===== config.mk =====
export PLATFORM = sky130hd
export DESIGN_NAME = nasti_narrower_reader_flat
export DESIGN_NICKNAME = d
export VERILOG_FILES = /design/src/rtl/nasti_narrower_pkg.sv /design/src/rtl/nasti_narrower_reader_if.sv /design/src/rtl/nasti_narrower_rpack.sv /design/src/rtl/nasti_narrower_reader.sv /design/src/flat_wrapper.sv
export SDC_FILE = /design/constraint.sdc
export NUM_CORES = 1
export LEC_CHECK = 0
export BUFFER_PORTS_ARGS = -buffer_cell sky130_fd_sc_hd__buf_2
export CORE_MARGIN = 3
export CORE_UTILIZATION = 48
export DETAILED_ROUTE_END_ITERATION = 10
export HOLD_SLACK_MARGIN = 0.06
export PLACE_DENSITY = 0.82
export SETUP_SLACK_MARGIN = 0.05
export SKIP_CTS_REPAIR_TIMING = 1
export SLEW_MARGIN = 20
export SYNTH_ARGS = -nofsm -noshare
export SYNTH_HDL_FRONTEND = slang
export SYNTH_HIERARCHICAL = 1
export SYNTH_SLANG_ARGS = --single-unit

===== constraint.sdc =====
create_clock -name clk -period 3.9 [get_ports clk]
set_input_delay 0.78 -clock clk [delete_from_list [all_inputs] [get_ports clk]]
set_output_delay 0.78 -clock clk [all_outputs]
set_load 0.05 [all_outputs]

===== src/rtl/nasti_narrower_pkg.sv =====
// Shared NASTI narrower definitions: latched request attributes, FSM
// states, response codes and the burst-narrowing arithmetic. Used by both
// the read and write narrowers.
package nasti_narrower_pkg;

  localparam logic [1:0] BURST_INCR  = 2'b01;

  localparam logic [1:0] RESP_OKAY   = 2'b00;
  localparam logic [1:0] RESP_EXOKAY = 2'b01;
  localparam logic [1:0] RESP_SLVERR = 2'b10;
  localparam logic [1:0] RESP_DECERR = 2'b11;

  // Width-independent AR/AW attributes; id/addr/user are held by the user
  // module because their widths are per-instance parameters.
  typedef struct packed {
    logic [7:0] len;
    logic [2:0] size;
    logic [1:0] burst;
    logic       lock;
    logic [3:0] cache;
    logic [2:0] prot;
    logic [3:0] qos;
    logic [3:0] region;
  } NastiReq;

  typedef enum logic [1:0] {S_IDLE, S_AR, S_R} rd_state_e;

  // log2 of the number of slave beats per master beat
  function automatic int ratio_offset(input logic [2:0] size, input int scs);
    return (int'(size) > scs) ? int'(size) - scs : 0;
  endfunction

  function automatic int ratio(input logic [2:0] size, input int scs);
    return 1 << ratio_offset(size, scs);
  endfunction

  function automatic logic [2:0] slave_size(input logic [2:0] size, input int scs);
    return (int'(size) > scs) ? 3'(scs) : size;
  endfunction

  // Which slave-sized slot of the first master beat the address points at
  function automatic int burst_index(input logic [63:0] addr, input logic [2:0] size,
                                     input int scs);
    return int'((addr >> scs) & 64'(ratio(size, scs) - 1));
  endfunction

  // Narrow burst covers the rest of the first master beat plus all later ones
  function automatic logic [7:0] slave_len(input logic [7:0] len, input logic [2:0] size,
                                           input int scs, input int idx);
    if (ratio_offset(size, scs) == 0) return len;
    return 8'(((int'(len) + 1) << ratio_offset(size, scs)) - idx - 1);
  endfunction

endpackage


===== src/rtl/nasti_narrower_reader_if.sv =====
// NASTI read channels (AR + R) for one side of the narrower.
interface nasti_narrower_reader_if #(
  parameter int ID_WIDTH   = 2,
  parameter int ADDR_WIDTH = 32,
  parameter int DATA_WIDTH = 64,
  parameter int USER_WIDTH = 1
);
  logic [ID_WIDTH-1:0]   ar_id;
  logic [ADDR_WIDTH-1:0] ar_addr;
  logic [7:0]            ar_len;
  logic [2:0]            ar_size;
  logic [1:0]            ar_burst;
  logic                  ar_lock;
  logic [3:0]            ar_cache;
  logic [2:0]            ar_prot;
  logic [3:0]            ar_qos;
  logic [3:0]            ar_region;
  logic [USER_WIDTH-1:0] ar_user;
  logic                  ar_valid;
  logic                  ar_ready;

  logic [ID_WIDTH-1:0]   r_id;
  logic [DATA_WIDTH-1:0] r_data;
  logic [1:0]            r_resp;
  logic                  r_last;
  logic [USER_WIDTH-1:0] r_user;
  logic                  r_valid;
  logic                  r_ready;

  modport master (
    output ar_id, ar_addr, ar_len, ar_size, ar_burst, ar_lock, ar_cache, ar_prot,
           ar_qos, ar_region, ar_user, ar_valid,
    input  ar_ready,
    input  r_id, r_data, r_resp, r_last, r_user, r_valid,
    output r_ready
  );

  modport slave (
    input  ar_id, ar_addr, ar_len, ar_size, ar_burst, ar_lock, ar_cache, ar_prot,
           ar_qos, ar_region, ar_user, ar_valid,
    output ar_ready,
    output r_id, r_data, r_resp, r_last, r_user, r_valid,
    input  r_ready
  );
endinterface


===== src/rtl/nasti_narrower_rpack.sv =====
// Read pack buffer: narrow R beats are written into their lane of a
// master-width buffer, then presented through a one-entry valid/ready slice.
// NASTI_NARROWER_RD_RESP_MERGE_EN: report the worst resp of the packed beats
// instead of the resp of the completing beat.
module nasti_narrower_rpack
  import nasti_narrower_pkg::*;
#(
  parameter int NLANES     = 2,
  parameter int SDW        = 32,
  parameter int USER_WIDTH = 1
) (
  input  logic                         clk,
  input  logic                         rst,
  input  logic                         in_valid_i,   // slave R handshake
  output logic                         in_ready_o,
  input  logic [$clog2(NLANES)-1:0]    lane_i,
  input  logic                         start_i,      // first slave beat of a master beat
  input  logic                         complete_i,   // last slave beat of a master beat
  input  logic [SDW-1:0]               data_i,
  input  logic [1:0]                   resp_i,
  input  logic                         last_i,
  input  logic [USER_WIDTH-1:0]        user_i,
  output logic                         out_valid_o,
  input  logic                         out_ready_i,
  output logic [NLANES-1:0][SDW-1:0]   out_data_o,
  output logic [1:0]                   out_resp_o,
  output logic                         out_last_o,
  output logic [USER_WIDTH-1:0]        out_user_o
);
  localparam int LW = $clog2(NLANES);

  logic                  out_valid_q;
  logic [1:0]            resp_q, resp_d;
  logic                  last_q;
  logic [USER_WIDTH-1:0] user_q;

  // Draining and refilling in the same cycle is allowed
  assign in_ready_o = !out_valid_q || out_ready_i;

  for (genvar l = 0; l < NLANES; l++) begin : g_lane
    logic [SDW-1:0] q;
    // Lane capture; a new master beat clears lanes it does not write
    always_ff @(posedge clk or posedge rst) begin
      if (rst)                  q <= '0;
      else if (in_valid_i) begin
        if (lane_i == LW'(l))   q <= data_i;
        else if (start_i)       q <= '0;
      end
    end
    assign out_data_o[l] = q;
  end

`ifdef NASTI_NARROWER_RD_RESP_MERGE_EN
  logic [1:0] acc_q;

  function automatic logic [1:0] resp_norm(input logic [1:0] r);
    return (r == RESP_EXOKAY) ? RESP_OKAY : r;
  endfunction

  // With EXOKAY folded to OKAY the encoding orders by severity
  function automatic logic [1:0] resp_worse(input logic [1:0] a, input logic [1:0] b);
    return (resp_norm(a) > resp_norm(b)) ? resp_norm(a) : resp_norm(b);
  endfunction

  // Running worst resp of the master beat being assembled
  always_ff @(posedge clk or posedge rst) begin
    if (rst)             acc_q <= RESP_OKAY;
    else if (in_valid_i) acc_q <= start_i ? resp_norm(resp_i) : resp_worse(acc_q, resp_i);
  end

  // A single-beat master beat passes its resp through untouched
  assign resp_d = start_i ? resp_i : resp_worse(acc_q, resp_i);
`else
  assign resp_d = resp_i;
`endif

  // Output slice: set on the completing beat, cleared when drained
  always_ff @(posedge clk or posedge rst) begin
    if (rst) begin
      out_valid_q <= 1'b0;
      resp_q      <= RESP_OKAY;
      last_q      <= 1'b0;
      user_q      <= '0;
    end else if (in_valid_i && complete_i) begin
      out_valid_q <= 1'b1;
      resp_q      <= resp_d;
      last_q      <= last_i;
      user_q      <= user_i;
    end else if (out_ready_i) begin
      out_valid_q <= 1'b0;
    end
  end

  assign out_valid_o = out_valid_q;
  assign out_resp_o  = resp_q;
  assign out_last_o  = last_q;
  assign out_user_o  = user_q;

endmodule


===== src/rtl/nasti_narrower_reader.sv =====
// Read-path width narrower: one wide AR becomes one narrow INCR AR, and the
// narrow R beats are packed back into master-width beats. One transaction
// in flight. Optional: NASTI_NARROWER_RD_RESP_MERGE_EN (resp merging).
module nasti_narrower_reader
  import nasti_narrower_pkg::*;
#(
  parameter int ID_WIDTH          = 2,
  parameter int ADDR_WIDTH        = 32,
  parameter int MASTER_DATA_WIDTH = 64,
  parameter int SLAVE_DATA_WIDTH  = 32,
  parameter int USER_WIDTH        = 1
) (
  input logic                     clk,
  input logic                     rst,
  nasti_narrower_reader_if.slave  master,
  nasti_narrower_reader_if.master slave
);
  localparam int MCS    = $clog2(MASTER_DATA_WIDTH / 8);
  localparam int SCS    = $clog2(SLAVE_DATA_WIDTH / 8);
  localparam int NLANES = MASTER_DATA_WIDTH / SLAVE_DATA_WIDTH;
  localparam logic [ADDR_WIDTH-1:0] ONE = 1;

  rd_state_e             state_q, state_d;
  NastiReq               req_q;
  logic [ID_WIDTH-1:0]   id_q;
  logic [ADDR_WIDTH-1:0] addr_q;
  logic [USER_WIDTH-1:0] user_q;
  logic [ADDR_WIDTH-1:0] r_addr_q, r_addr_d;
  logic [7:0]            beat_cnt_q;
  logic                  start_q;
  logic                  done_q;

  logic ar_hs, sar_hs, sr_hs, mr_hs;
  logic in_ready;
  logic complete;
  logic [2:0]            ssize;
  logic [7:0]            slen;
  logic [ADDR_WIDTH-1:0] size_mask, sbytes;
  logic [MCS-SCS-1:0]    lane;
  logic [NLANES-1:0][SLAVE_DATA_WIDTH-1:0] pack_data;
  logic                  unused_r_id;

  assign ar_hs  = master.ar_valid && master.ar_ready;
  assign sar_hs = slave.ar_valid && slave.ar_ready;
  assign sr_hs  = slave.r_valid && slave.r_ready;
  assign mr_hs  = master.r_valid && master.r_ready;
  assign unused_r_id = ^slave.r_id;

  assign ssize = slave_size(req_q.size, SCS);
  assign slen  = slave_len(req_q.len, req_q.size, SCS,
                           burst_index(64'(addr_q), req_q.size, SCS));

  // Beat bookkeeping on the running narrow address
  assign size_mask = (ONE << req_q.size) - ONE;
  assign sbytes    = ONE << ssize;
  assign lane      = r_addr_q[MCS-1:SCS];
  assign complete  = (((r_addr_q & size_mask) + sbytes) > size_mask) || slave.r_last;
  assign r_addr_d  = (r_addr_q & ~(sbytes - ONE)) + sbytes;

  // State register
  always_ff @(posedge clk or posedge rst) begin
    if (rst) state_q <= S_IDLE;
    else     state_q <= state_d;
  end

  // Next-state logic
  always_comb begin
    state_d = state_q;
    case (state_q)
      S_IDLE:  if (ar_hs)                   state_d = S_AR;
      S_AR:    if (sar_hs)                  state_d = S_R;
      S_R:     if (mr_hs && master.r_last)  state_d = S_IDLE;
      default:                              state_d = S_IDLE;
    endcase
  end

  // FSM outputs; slave R is throttled once the last narrow beat is taken
  always_comb begin
    master.ar_ready = (state_q == S_IDLE);
    slave.ar_valid  = (state_q == S_AR);
    slave.r_ready   = (state_q == S_R) && !done_q && in_ready;
  end

  // Request latch and per-beat address/counter tracking
  always_ff @(posedge clk or posedge rst) begin
    if (rst) begin
      req_q      <= '0;
      id_q       <= '0;
      addr_q     <= '0;
      user_q     <= '0;
      r_addr_q   <= '0;
      beat_cnt_q <= '0;
      start_q    <= 1'b0;
      done_q     <= 1'b0;
    end else if (ar_hs) begin
      req_q      <= '{len: master.ar_len, size: master.ar_size, burst: master.ar_burst,
                      lock: master.ar_lock, cache: master.ar_cache, prot: master.ar_prot,
                      qos: master.ar_qos, region: master.ar_region};
      id_q       <= master.ar_id;
      addr_q     <= master.ar_addr;
      user_q     <= master.ar_user;
      r_addr_q   <= master.ar_addr;
      beat_cnt_q <= '0;
      start_q    <= 1'b1;
      done_q     <= 1'b0;
    end else if (sr_hs) begin
      r_addr_q   <= r_addr_d;
      beat_cnt_q <= beat_cnt_q + 8'd1;
      start_q    <= complete;
      if (slave.r_last) done_q <= 1'b1;
    end
  end

  assign slave.ar_id     = id_q;
  assign slave.ar_addr   = addr_q;
  assign slave.ar_len    = slen;
  assign slave.ar_size   = ssize;
  assign slave.ar_burst  = req_q.burst;
  assign slave.ar_lock   = req_q.lock;
  assign slave.ar_cache  = req_q.cache;
  assign slave.ar_prot   = req_q.prot;
  assign slave.ar_qos    = req_q.qos;
  assign slave.ar_region = req_q.region;
  assign slave.ar_user   = user_q;

  nasti_narrower_rpack #(
    .NLANES     (NLANES),
    .SDW        (SLAVE_DATA_WIDTH),
    .USER_WIDTH (USER_WIDTH)
  ) u_rpack (
    .clk         (clk),
    .rst         (rst),
    .in_valid_i  (sr_hs),
    .in_ready_o  (in_ready),
    .lane_i      (lane),
    .start_i     (start_q),
    .complete_i  (complete),
    .data_i      (slave.r_data),
    .resp_i      (slave.r_resp),
    .last_i      (slave.r_last),
    .user_i      (slave.r_user),
    .out_valid_o (master.r_valid),
    .out_ready_i (master.r_ready),
    .out_data_o  (pack_data),
    .out_resp_o  (master.r_resp),
    .out_last_o  (master.r_last),
    .out_user_o  (master.r_user)
  );

  assign master.r_data = pack_data;
  assign master.r_id   = id_q;

`ifndef SYNTHESIS
  // Simulation-only protocol checks on accepted requests and narrow beats
  always @(posedge clk) begin
    if (!rst && ar_hs) begin
      assert (master.ar_burst == BURST_INCR)
        else $fatal(1, "nasti_narrower_reader: only INCR bursts supported");
      assert (int'(master.ar_size) <= MCS)
        else $fatal(1, "nasti_narrower_reader: ar_size exceeds master width");
      assert (((32'(master.ar_len) + 32'd1) << master.ar_size) <= 32'(32 * SLAVE_DATA_WIDTH))
        else $fatal(1, "nasti_narrower_reader: burst too long");
    end
    if (!rst && sr_hs) begin
      assert (slave.r_last == (beat_cnt_q == slen))
        else $error("nasti_narrower_reader: slave r_last at beat %0d, expected at %0d",
                    beat_cnt_q, slen);
    end
  end
`endif

endmodule


===== src/flat_wrapper.sv =====
// flat-port wrapper written by rule: the top's interface ports become plain ports
module nasti_narrower_reader_flat import nasti_narrower_pkg::*;
#(
  parameter int ID_WIDTH          = 2,
  parameter int ADDR_WIDTH        = 32,
  parameter int MASTER_DATA_WIDTH = 64,
  parameter int SLAVE_DATA_WIDTH  = 32,
  parameter int USER_WIDTH        = 1
)
  (clk, rst, master_ar_id, master_ar_addr, master_ar_len, master_ar_size, master_ar_burst, master_ar_lock, master_ar_cache, master_ar_prot, master_ar_qos, master_ar_region, master_ar_user, master_ar_valid, master_ar_ready, master_r_id, master_r_data, master_r_resp, master_r_last, master_r_user, master_r_valid, master_r_ready, slave_ar_id, slave_ar_addr, slave_ar_len, slave_ar_size, slave_ar_burst, slave_ar_lock, slave_ar_cache, slave_ar_prot, slave_ar_qos, slave_ar_region, slave_ar_user, slave_ar_valid, slave_ar_ready, slave_r_id, slave_r_data, slave_r_resp, slave_r_last, slave_r_user, slave_r_valid, slave_r_ready);
  nasti_narrower_reader_if #(.ID_WIDTH(ID_WIDTH), .ADDR_WIDTH(ADDR_WIDTH), .DATA_WIDTH(64), .USER_WIDTH(USER_WIDTH)) master_i ();
  nasti_narrower_reader_if #(.ID_WIDTH(ID_WIDTH), .ADDR_WIDTH(ADDR_WIDTH), .DATA_WIDTH(32), .USER_WIDTH(USER_WIDTH)) slave_i ();
  input logic clk;
  input logic rst;
  input wire logic [$bits(master_i.ar_id)-1:0] master_ar_id;
  input wire logic [$bits(master_i.ar_addr)-1:0] master_ar_addr;
  input wire logic [$bits(master_i.ar_len)-1:0] master_ar_len;
  input wire logic [$bits(master_i.ar_size)-1:0] master_ar_size;
  input wire logic [$bits(master_i.ar_burst)-1:0] master_ar_burst;
  input wire logic [$bits(master_i.ar_lock)-1:0] master_ar_lock;
  input wire logic [$bits(master_i.ar_cache)-1:0] master_ar_cache;
  input wire logic [$bits(master_i.ar_prot)-1:0] master_ar_prot;
  input wire logic [$bits(master_i.ar_qos)-1:0] master_ar_qos;
  input wire logic [$bits(master_i.ar_region)-1:0] master_ar_region;
  input wire logic [$bits(master_i.ar_user)-1:0] master_ar_user;
  input wire logic [$bits(master_i.ar_valid)-1:0] master_ar_valid;
  output wire logic [$bits(master_i.ar_ready)-1:0] master_ar_ready;
  output wire logic [$bits(master_i.r_id)-1:0] master_r_id;
  output wire logic [$bits(master_i.r_data)-1:0] master_r_data;
  output wire logic [$bits(master_i.r_resp)-1:0] master_r_resp;
  output wire logic [$bits(master_i.r_last)-1:0] master_r_last;
  output wire logic [$bits(master_i.r_user)-1:0] master_r_user;
  output wire logic [$bits(master_i.r_valid)-1:0] master_r_valid;
  input wire logic [$bits(master_i.r_ready)-1:0] master_r_ready;
  output wire logic [$bits(slave_i.ar_id)-1:0] slave_ar_id;
  output wire logic [$bits(slave_i.ar_addr)-1:0] slave_ar_addr;
  output wire logic [$bits(slave_i.ar_len)-1:0] slave_ar_len;
  output wire logic [$bits(slave_i.ar_size)-1:0] slave_ar_size;
  output wire logic [$bits(slave_i.ar_burst)-1:0] slave_ar_burst;
  output wire logic [$bits(slave_i.ar_lock)-1:0] slave_ar_lock;
  output wire logic [$bits(slave_i.ar_cache)-1:0] slave_ar_cache;
  output wire logic [$bits(slave_i.ar_prot)-1:0] slave_ar_prot;
  output wire logic [$bits(slave_i.ar_qos)-1:0] slave_ar_qos;
  output wire logic [$bits(slave_i.ar_region)-1:0] slave_ar_region;
  output wire logic [$bits(slave_i.ar_user)-1:0] slave_ar_user;
  output wire logic [$bits(slave_i.ar_valid)-1:0] slave_ar_valid;
  input wire logic [$bits(slave_i.ar_ready)-1:0] slave_ar_ready;
  input wire logic [$bits(slave_i.r_id)-1:0] slave_r_id;
  input wire logic [$bits(slave_i.r_data)-1:0] slave_r_data;
  input wire logic [$bits(slave_i.r_resp)-1:0] slave_r_resp;
  input wire logic [$bits(slave_i.r_last)-1:0] slave_r_last;
  input wire logic [$bits(slave_i.r_user)-1:0] slave_r_user;
  input wire logic [$bits(slave_i.r_valid)-1:0] slave_r_valid;
  output wire logic [$bits(slave_i.r_ready)-1:0] slave_r_ready;
  assign master_i.ar_id = master_ar_id;
  assign master_i.ar_addr = master_ar_addr;
  assign master_i.ar_len = master_ar_len;
  assign master_i.ar_size = master_ar_size;
  assign master_i.ar_burst = master_ar_burst;
  assign master_i.ar_lock = master_ar_lock;
  assign master_i.ar_cache = master_ar_cache;
  assign master_i.ar_prot = master_ar_prot;
  assign master_i.ar_qos = master_ar_qos;
  assign master_i.ar_region = master_ar_region;
  assign master_i.ar_user = master_ar_user;
  assign master_i.ar_valid = master_ar_valid;
  assign master_ar_ready = master_i.ar_ready;
  assign master_r_id = master_i.r_id;
  assign master_r_data = master_i.r_data;
  assign master_r_resp = master_i.r_resp;
  assign master_r_last = master_i.r_last;
  assign master_r_user = master_i.r_user;
  assign master_r_valid = master_i.r_valid;
  assign master_i.r_ready = master_r_ready;
  assign slave_ar_id = slave_i.ar_id;
  assign slave_ar_addr = slave_i.ar_addr;
  assign slave_ar_len = slave_i.ar_len;
  assign slave_ar_size = slave_i.ar_size;
  assign slave_ar_burst = slave_i.ar_burst;
  assign slave_ar_lock = slave_i.ar_lock;
  assign slave_ar_cache = slave_i.ar_cache;
  assign slave_ar_prot = slave_i.ar_prot;
  assign slave_ar_qos = slave_i.ar_qos;
  assign slave_ar_region = slave_i.ar_region;
  assign slave_ar_user = slave_i.ar_user;
  assign slave_ar_valid = slave_i.ar_valid;
  assign slave_i.ar_ready = slave_ar_ready;
  assign slave_i.r_id = slave_r_id;
  assign slave_i.r_data = slave_r_data;
  assign slave_i.r_resp = slave_r_resp;
  assign slave_i.r_last = slave_r_last;
  assign slave_i.r_user = slave_r_user;
  assign slave_i.r_valid = slave_r_valid;
  assign slave_r_ready = slave_i.r_ready;
  nasti_narrower_reader #(.ID_WIDTH(ID_WIDTH), .ADDR_WIDTH(ADDR_WIDTH), .MASTER_DATA_WIDTH(MASTER_DATA_WIDTH), .SLAVE_DATA_WIDTH(SLAVE_DATA_WIDTH), .USER_WIDTH(USER_WIDTH)) u_core (.clk(clk), .rst(rst), .master(master_i), .slave(slave_i));
endmodule

Word level (Yosys, flattened, before mapping)

Index checks and enable logic that the tools add are counted.

Output and inout port bits: 138
Input port bits: 108
Logic and storage cells: 89
Flip-flop bits (word level): 169

Magnitude comparators: 2
Mux-type cells: 21
Add/subtract/negate cells: 9
Reduce and logical (&&, ||, !) cells: 22
Bitwise operators: 4
Equality and inequality tests: 6
Shifts and indexed selects: 4

Operator list:

| kind                  | count |
|---|---|
| $mux 32               | 6 |
| $add 32x32->32        | 2 |
| $and 32x32->32        | 2 |
| $shl 1x3->32 const A  | 2 |
| $sub 32x1->32 const B | 2 |
| $gt 32x32->1          | 1 |
| $logic_not 32->1      | 1 |
| $not 32->32           | 1 |
| $shl 1x32->8 const A  | 1 |
| $shl 32x32->8         | 1 |
| $mux 8                | 2 |
| $sub 8x2->8 const B   | 2 |
| $add 8x1->9 const B   | 1 |
| $and 8x8->8           | 1 |
| $logic_and 1x1->1     | 8 |
| $mux 1                | 8 |
| $reduce_bool 2->1     | 4 |
| $sub 8x8->8           | 1 |
| $mux 2                | 3 |
| $ne 2x2->1 const B    | 3 |
| $pmux 2 s3            | 1 |
| $reduce_and 2->1      | 3 |
| $sub 3x2->4 const B   | 1 |
| $gt 3x2->1 const B    | 1 |
| 8 further kinds       | 10 |

Logic depth before layout (Yosys ltp)

Gate-level depths: netlist of the first run.

Depth in word-level cells: 9
Gate-level depth with buffers: 22
Mapped depth without buffers: 22

Modules after synthesis

Netlist of the first run, hierarchy kept.

Modules (own cells, without submodules):

| module                | instances | seq. area each (um2) | cells an instance | area an instance (um2) |
|---|---|---|---|---|
| nasti_narrower_reader | 1         | 2,502.4              | 779               | 6,556.3 |
| nasti_narrower_rpack  | 1         | 1,726.7              | 196               | 2,563.7 |

Worst setup path after synthesis of the first run

OpenSTA, ideal clock, no wires.

Kind: reg2out
From: register u_core/req_q[18] (netlist name)
To: output port slave_ar_len[6]
Path slack: -0.893 ns
Data arrival time: 4.013 ns
Buffers on the path: 3
Required time: 3.120 ns
Cell stages (with the launch flop): 16
Path through: dfrtp_1 -> buf_6 -> and2_1 -> buf_2 -> nor2_2 -> inv_1 -> clkbuf_1 -> ha_1 -> nand2b_1 -> fa_1 -> a21o_1 -> a21oi_1 -> o21bai_1 -> a21oi_1 -> xor2_1 -> o21ai_0

Cells in the longest elaborated chain, start to end: 8
Elaborated cells on any way between the ends: 12
Those cells by class: add/sub (4); order compare (1); shift (2); mux (3); bitwise (1); reduce/logical (1)

Ends and longest elaborated chain:

| item                                      | RTL line                    | RTL |
|---|---|---|
| from (decl)                               | nasti_narrower_reader.sv:24 | `NastiReq req_q;` |
| from (signal assigned)                    | nasti_narrower_reader.sv:96 | `req_q <= '{len: master.ar_len, size: master.ar_size, burst: master.ar_burst,` |
| $sub 3x2->4 or $gt 3x2->1 (tied branches) | nasti_narrower_pkg.sv:30    | `return (int'(size) > scs) ? int'(size) - scs : 0;` |
| $mux 32 (*)                               | nasti_narrower_pkg.sv:30    |  |
| $shl 1x32->8                              | nasti_narrower_pkg.sv:34    | `return 1 << ratio_offset(size, scs);` |
| $sub 8x2->8                               | nasti_narrower_pkg.sv:44    | `return int'((addr >> scs) & 64'(ratio(size, scs) - 1));` |
| $and 8x8->8                               | nasti_narrower_pkg.sv:44    |  |
| $sub 8x8->8                               | nasti_narrower_pkg.sv:51    | `return 8'(((int'(len) + 1) << ratio_offset(size, scs)) - idx - 1);` |
| $sub 8x2->8                               | nasti_narrower_pkg.sv:51    |  |
| $mux 8 (*)                                | nasti_narrower_pkg.sv:51    |  |
| to (decl)                                 | flat_wrapper.sv:37          | `output wire logic [$bits(slave_i.ar_len)-1:0] slave_ar_len;` |

Every way passes the cells marked *; elsewhere a longest branch is shown, timed or not.

Worst setup path in the final report of the first run

From: register u_core/req_q[19] (netlist name)
To: output port slave_ar_len[7]

Same word-level chain as after synthesis.

==> results.yml, run 1 <==
global_route:
  grt_usage: 0.225
  grt_overflow: 0
  antenna_found_initial: 3
  grt_pass1_wl_um: 37400
  grt_max_degree: 86
  grt_pass1_vias: 7622
floorplanning:
  start_util: 0.498
  num_rows: 49
  die-area_um2: 20700
  die_width_um: 144
  core_um2: 18300
  ios: 246
  fp.dieH_um: 144
worst_setup_path:
  reg2reg_from: "u_core/req_q[19]$_DFFE_PP0P_"
  crit_required_ns: 3.12
  worst-path-stages: 14
  crit_path_max_fanout: 4
  crit_family: "simple AND/OR/NAND/NOR gates"
  critPathMostFrequentCell: "ha_4"
  critical_path_buf_inv_count: 3
  slowest_delay_ns: 0.45
  crit_arrival_ns: 3.27
  worstSetupStartpointType: "register"
  critPathCaptureType: "output pin"
  cp_cell_sequence: "and2_4 > nor2_4 > inv_2 > buf_8 > ha_4 > nand2b_4 > ha_4 > a21o_1 > a211oi_2 > nor2_1 > o41a_1 > nor4_1 > nand3b_1 > buf_6"
  timing.rr.end: "u_core/u_rpack/out_resp_o[0]$_DFFE_PP0P_"
  cpMaxStageDelayCell: "dfrtp_2"
  r2r_setup_slack_ns: -0.04
  path_class: "register to output pin"
  r2r_cells: 20
timing:
  min_period_ns: 4.05
  rsz0062_at_grt: "true"
  finalSetupViolations: 5
  hold_violations: 0
  finalWorstSetupSlack_ns: -0.154
  max_freq_mhz: 247
  finalClockSkew_ns: 0.0103
  tightestPinTransition_ns: 0.985
  slew_violations: 0
  relSlewSlack: 0.341
  period_share: 1.04
logic_synthesis:
  synth_top_area_frac: 0.464
  synth_cells: 975
  yosysMostFrequentCell: "nand2_1"
  syn_avg_cell_area_um2: 9.35
  synth.area.top_cells: "dfrtp_1 (46%), nand2_1 (12%), ha_1 (7.1%)"
  netlist_top_cells_count: "nand2_1 (281), dfrtp_1 (169), ha_1 (52)"
  seq_area_frac_synth: 0.464
  synth_edf_count: 0
  synthArstFlopShare: 1.00
  netlist_area_um2: 9120
  yosys_warnings: 6
  synthFlopType: "dfrtp_1"
  yosys.area.top_type: "dfrtp_1"
  ys_seq_elements: 169
  synthDistinctLibCells: 76
routing:
  post-route-drc-count: 0
  routed_via_density: 5.35
  drtIter0Drc: 502
  vias: 8041
  dr.pass1.iters: 5
  wl_per_cell_um: 16.0
  antenna_left: 0
  wirelength_um: 24000
final_layout:
  areaGrowthSynthToFinish_pct: 27.3
  fillers: 1481
  multi_input_area_um2: 4790
  drive_above_1_share: 0.309
  ff_latch_area_um2: 4240
  final_nets: 1420
outcome:
  violations: "negative setup slack"
  status: "finished, violations left"
hold_path:
  hold_class: "primary input to async pin"
placed_design:
  port_buffers: 242
  place_ws_ns: -0.220
  place.gp.congestion: 0.874
  hpwl_um: 17400
clocking:
  cts_tree: "built"
  cts_root_buf: "clkbuf_16"
  cts_max_level: 4
  cts_buffers: 17
  cts.sinks: 169
  path_clk_slew_ns: 0.08
  clock_path_buffers: 2
  clk_latency_ns: 0.43
flow_run:
  maxCapViolCount: 0
## how the worst max path moves through the flow
stage | slack (ns) | from | to
floorplan | -0.06 | u_core/req_q[18]$_DFFE_PP0P_ | slave_ar_len[7]
global placement | -0.10 | u_core/req_q[19]$_DFFE_PP0P_ | u_core/u_rpack/out_resp_o[1]$_DFFE_PP0P_
detailed placement | -0.22 | u_core/req_q[19]$_DFFE_PP0P_ | u_core/u_rpack/out_last_o$_DFFE_PP0P_
CTS | -0.41 | u_core/req_q[18]$_DFFE_PP0P_ | slave_ar_len[7]
global route | -0.29 | u_core/req_q[19]$_DFFE_PP0P_ | u_core/u_rpack/out_resp_o[0]$_DFFE_PP0P_
finish | -0.15 | u_core/req_q[19]$_DFFE_PP0P_ | slave_ar_len[7]
## layout by cell type (no fill, tap or decap), types with 16 or more instances in the layout
cell type,synthesis,routed
nand2_1,281,277
buf_2,12,238
dfrtp_1,169,164
conb_1,2,50
ha_1,52,46
buf_4,27,41
o21ai_1,32,37
nor2_1,37,36
a32o_1,30,30
xor2_1,26,25
o21ai_0,31,24
a21oi_1,27,21
nand3_1,20,20
clkbuf_16,0,17
o2bb2ai_1,17,17
xnor2_1,17,16
inv_1,20,16
## registers in the layout, indices dropped and copies added, names as in the netlist, 3 cells and up
signal                   cells
u_core/slave.ar_region       4
u_core/slave.ar_cache        4
u_core/r_addr_q             32
u_core/req_q                11
u_core/slave.ar_addr        32
u_core/slave.ar_prot         3
u_core/u_rpack/g_lane.q     64
u_core/slave.ar_qos          4
## layout make-up
class,count,area share
multi-input cells,761,0.413
flip-flops and latches,169,0.365
repair buffers,286,0.137
clock buffers,17,0.0366
well taps,229,0.0247
clock inverters,15,0.0161
inverters,23,0.00808
diodes,2,0.000431
## through the flow
stage / instance area, um2 / utilization / hold slack (ns) / cells / TNS, ns
4_1_cts: 11400 / 0.621 / 0.422 / 1492 / -1.93
6_report: 11600 / 0.633 / 0.436 / 1502 / -0.288
2_1_floorplan: 9420 / - / 0.443 / 1023 / -0.200
3_5_place_dp: 10800 / 0.587 / 0.457 / 1460 / -0.833
5_1_grt: 11600 / 0.633 / 0.459 / 1502 / -1.66
3_3_place_gp: 10800 / 0.587 / 0.452 / 1460 / -0.340
## routing by layer
metal | GRT usage | wire [um]
met3 | 0.0539 | 1620
met1 | 0.284 | 9880
met2 | 0.378 | 11900
met5 | 0 | 7
met4 | 0.0823 | 646
## cells by family after synthesis
family | after synthesis | synth area share
flip-flops | 169 | 0.464
other | 2 | 0.000823
AND/OR/NAND/NOR | 419 | 0.208
adder cells (fa/ha/maj) | 54 | 0.0757
buffers and inverters | 93 | 0.0549
XOR/XNOR | 43 | 0.0413
AO/OA/AOI/OAI | 180 | 0.138
multiplexers | 15 | 0.0174
## worst register-to-register path, delay by kind of cell, from the launching register on
family          cells  cell delay (ns)
compound gates      9             1.73
simple gates        6             0.67
fa+ha+maj           2             0.46
flops               1             0.45
mux                 1             0.31
xor+xnor            1             0.15
buf+inv             1             0.07
Power of run 1 is left out: the tool's default activity adds up to more than one toggle a clock period on the data nets, which glitch-free logic cannot reach.
==> inputs of run 2 (changes only) <==
--- a/config.mk
+++ b/config.mk
@@ -6,8 +6,10 @@
 export NUM_CORES = 1
 export LEC_CHECK = 0
 export BUFFER_PORTS_ARGS = -buffer_cell sky130_fd_sc_hd__buf_2
+export CELL_PAD_IN_SITES_DETAIL_PLACEMENT = 1
+export CELL_PAD_IN_SITES_GLOBAL_PLACEMENT = 2
 export CORE_MARGIN = 3
-export CORE_UTILIZATION = 48
+export CORE_UTILIZATION = 29
 export DETAILED_ROUTE_END_ITERATION = 10
 export HOLD_SLACK_MARGIN = 0.06
 export PLACE_DENSITY = 0.82
==> run 2 against run 1 <==
  * The flow still finishes with violations (negative setup slack)
  * Register-to-register slack got worse by 0.11 ns
  * Core utilization shrank 24 points
  * Routed wire length rose by 15%
  * Global-route usage decreased by 6.1 points
  * Via count rose by 0.63%
  * Final cell count rose by 12%
  * Clock skew is 0.00060 ns higher
  * Cell area up 3.8%
  * First-iteration DRC count down 40%
==> results.yml, run 2 (synthesized netlist as in run 1, its figures left out) <==
placed_design:
  place.gp.congestion: 0.829
  hpwl_um: 20500
  placed_cells: 1636
  place_area_um2: 11100
  port_buffers: 242
timing:
  relSlewSlack: 0.498
  min_period_ns: 4.19
  finalWorstSetupSlack_ns: -0.294
  tightestPinTransition_ns: 0.753
  fin_tns_setup_ns: -1.19
  max_freq_mhz: 238
  slew_violations: 0
  finalSetupViolations: 7
  finalClockSkew_ns: 0.0109
  period_share: 1.08
  rsz0062_at_grt: "true"
  hold_violations: 0
final_layout:
  top_register: "u_core/u_rpack/g_lane.q"
  areaGrowthSynthToFinish_pct: 32.1
  fin_cells: 1687
  stdcell_area_um2: 12100
  drive_above_1_share: 0.325
  final_nets: 1441
  largest_reg_flops: 64
  final_common_cell: "nand2_1"
  antenna_cells: 0
  final_cell_mix: "nand2_1 (275), buf_2 (238), dfrtp_1 (167)"
worst_setup_path:
  crit_family: "simple AND/OR/NAND/NOR gates"
  worstSetupStartpointType: "register"
  crit_arrival_ns: 3.41
  cpMaxStageDelayCell: "dfrtp_1"
  r2r_setup_slack_ns: -0.15
  crit_required_ns: 3.12
  slowest_delay_ns: 0.42
  critical_path_buf_inv_count: 4
  path_class: "register to output pin"
  cp_cell_sequence: "buf_6 > and2_4 > nor2_4 > inv_2 > buf_8 > ha_4 > nand2b_4 > ha_4 > a21o_1 > a211oi_2 > nor2_1 > o41a_1 > nor4_2 > nand3b_1 > buf_6"
  crit_path_max_fanout: 3
  critPathCaptureType: "output pin"
floorplanning:
  die-area_um2: 33600
  core_um2: 30800
  num_rows: 64
  ios: 246
  fp.dieH_um: 183
  start_util: 0.296
  die_width_um: 183
routing:
  post-route-drc-count: 0
  vias: 8092
  drtIter0Drc: 299
  dr.pass1.iters: 6
  wirelength_um: 27700
  routed_via_density: 4.80
  antenna_left: 0
  wl_per_cell_um: 16.4
global_route:
  grt.busiest_layer: "met2"
  grtUsageMet1: 0.203
  grt_max_degree: 81
  grt_usage: 0.164
  met2_usage: 0.281
  use_met3: 0.0478
  grt_overflow: 0
  grt_pass1_vias: 8558
  grt_pass1_wl_um: 44200
  antenna_found_initial: 5
outcome:
  violations: "negative setup slack"
  status: "finished, violations left"
flow_run:
  maxCapViolCount: 0
clocking:
  clk_latency_ns: 0.43
  cts.sinks: 169
  cts_tree: "built"
  path_clk_slew_ns: 0.07
  cts_buffers: 17
  cts_max_level: 4
  clock_path_buffers: 2
  cts_root_buf: "clkbuf_16"
hold_path:
  hold_class: "register to register"
-- run 2: cell count changes in the layout (fill, tap and decap cells not counted), sizes merged, moves of 2 or more --
cell    before  now
bufinv       0    2
inv         32   25
buf        285  306
clkbuf      18   22
diode        2    0
-- run 2: per-layer routing --
layer,part of all wire,vias up
met4,0.012,10
met5,0.0025,-
met1,0.45,3966
met2,0.48,204
li1,-,3886
met3,0.055,26
-- run 2: final timing paths --
check	from	to	cells past startpoint
min in group asynchronous	rst	u_core/state_q[0]$_DFFE_PP0P_	2
max	u_core/req_q[19]$_DFFE_PP0P_	slave_ar_len[7]	15
max in group asynchronous	rst	u_core/u_rpack/g_lane[1].q[28]$_DFFE_PP0P_	3
min reg2reg	u_core/slave.ar_addr[11]$_DFFE_PP0P_	u_core/slave.ar_addr[11]$_DFFE_PP0P_	2
min	u_core/slave.ar_addr[11]$_DFFE_PP0P_	u_core/slave.ar_addr[11]$_DFFE_PP0P_	2
max reg2reg	u_core/req_q[19]$_DFFE_PP0P_	u_core/u_rpack/out_resp_o[0]$_DFFE_PP0P_	22
-- run 2: layout make-up --
cell class | count | area [um2]
Clock inverter | 10 | 118
Tap cell | 396 | 495
Multi-Input combinational cell | 761 | 4860
Timing Repair Buffer | 307 | 1790
Fill cell | 3672 | 18800
Inverter | 23 | 93.8
Clock buffer | 21 | 460
Sequential cell | 169 | 4230
-- run 2: worst min-delay path, cell delays in order (launching register included) --
cell,delay (ns)
dfrtp_1,0.34
nand2_1,0.05
nand2_1,0.05
-- run 2: per-stage QoR --
stage | hold WS [ns] | utilization | worst slack [ns]
after floorplan | 0.443 | - | -0.0569
after global placement | 0.452 | 0.359 | -0.127
after detailed placement | 0.458 | 0.359 | -0.280
after CTS | 0.475 | 0.378 | -0.548
after global routing | 0.496 | 0.391 | -0.496
final | 0.468 | 0.391 | -0.294
Power of run 2 is left out for the same reason.
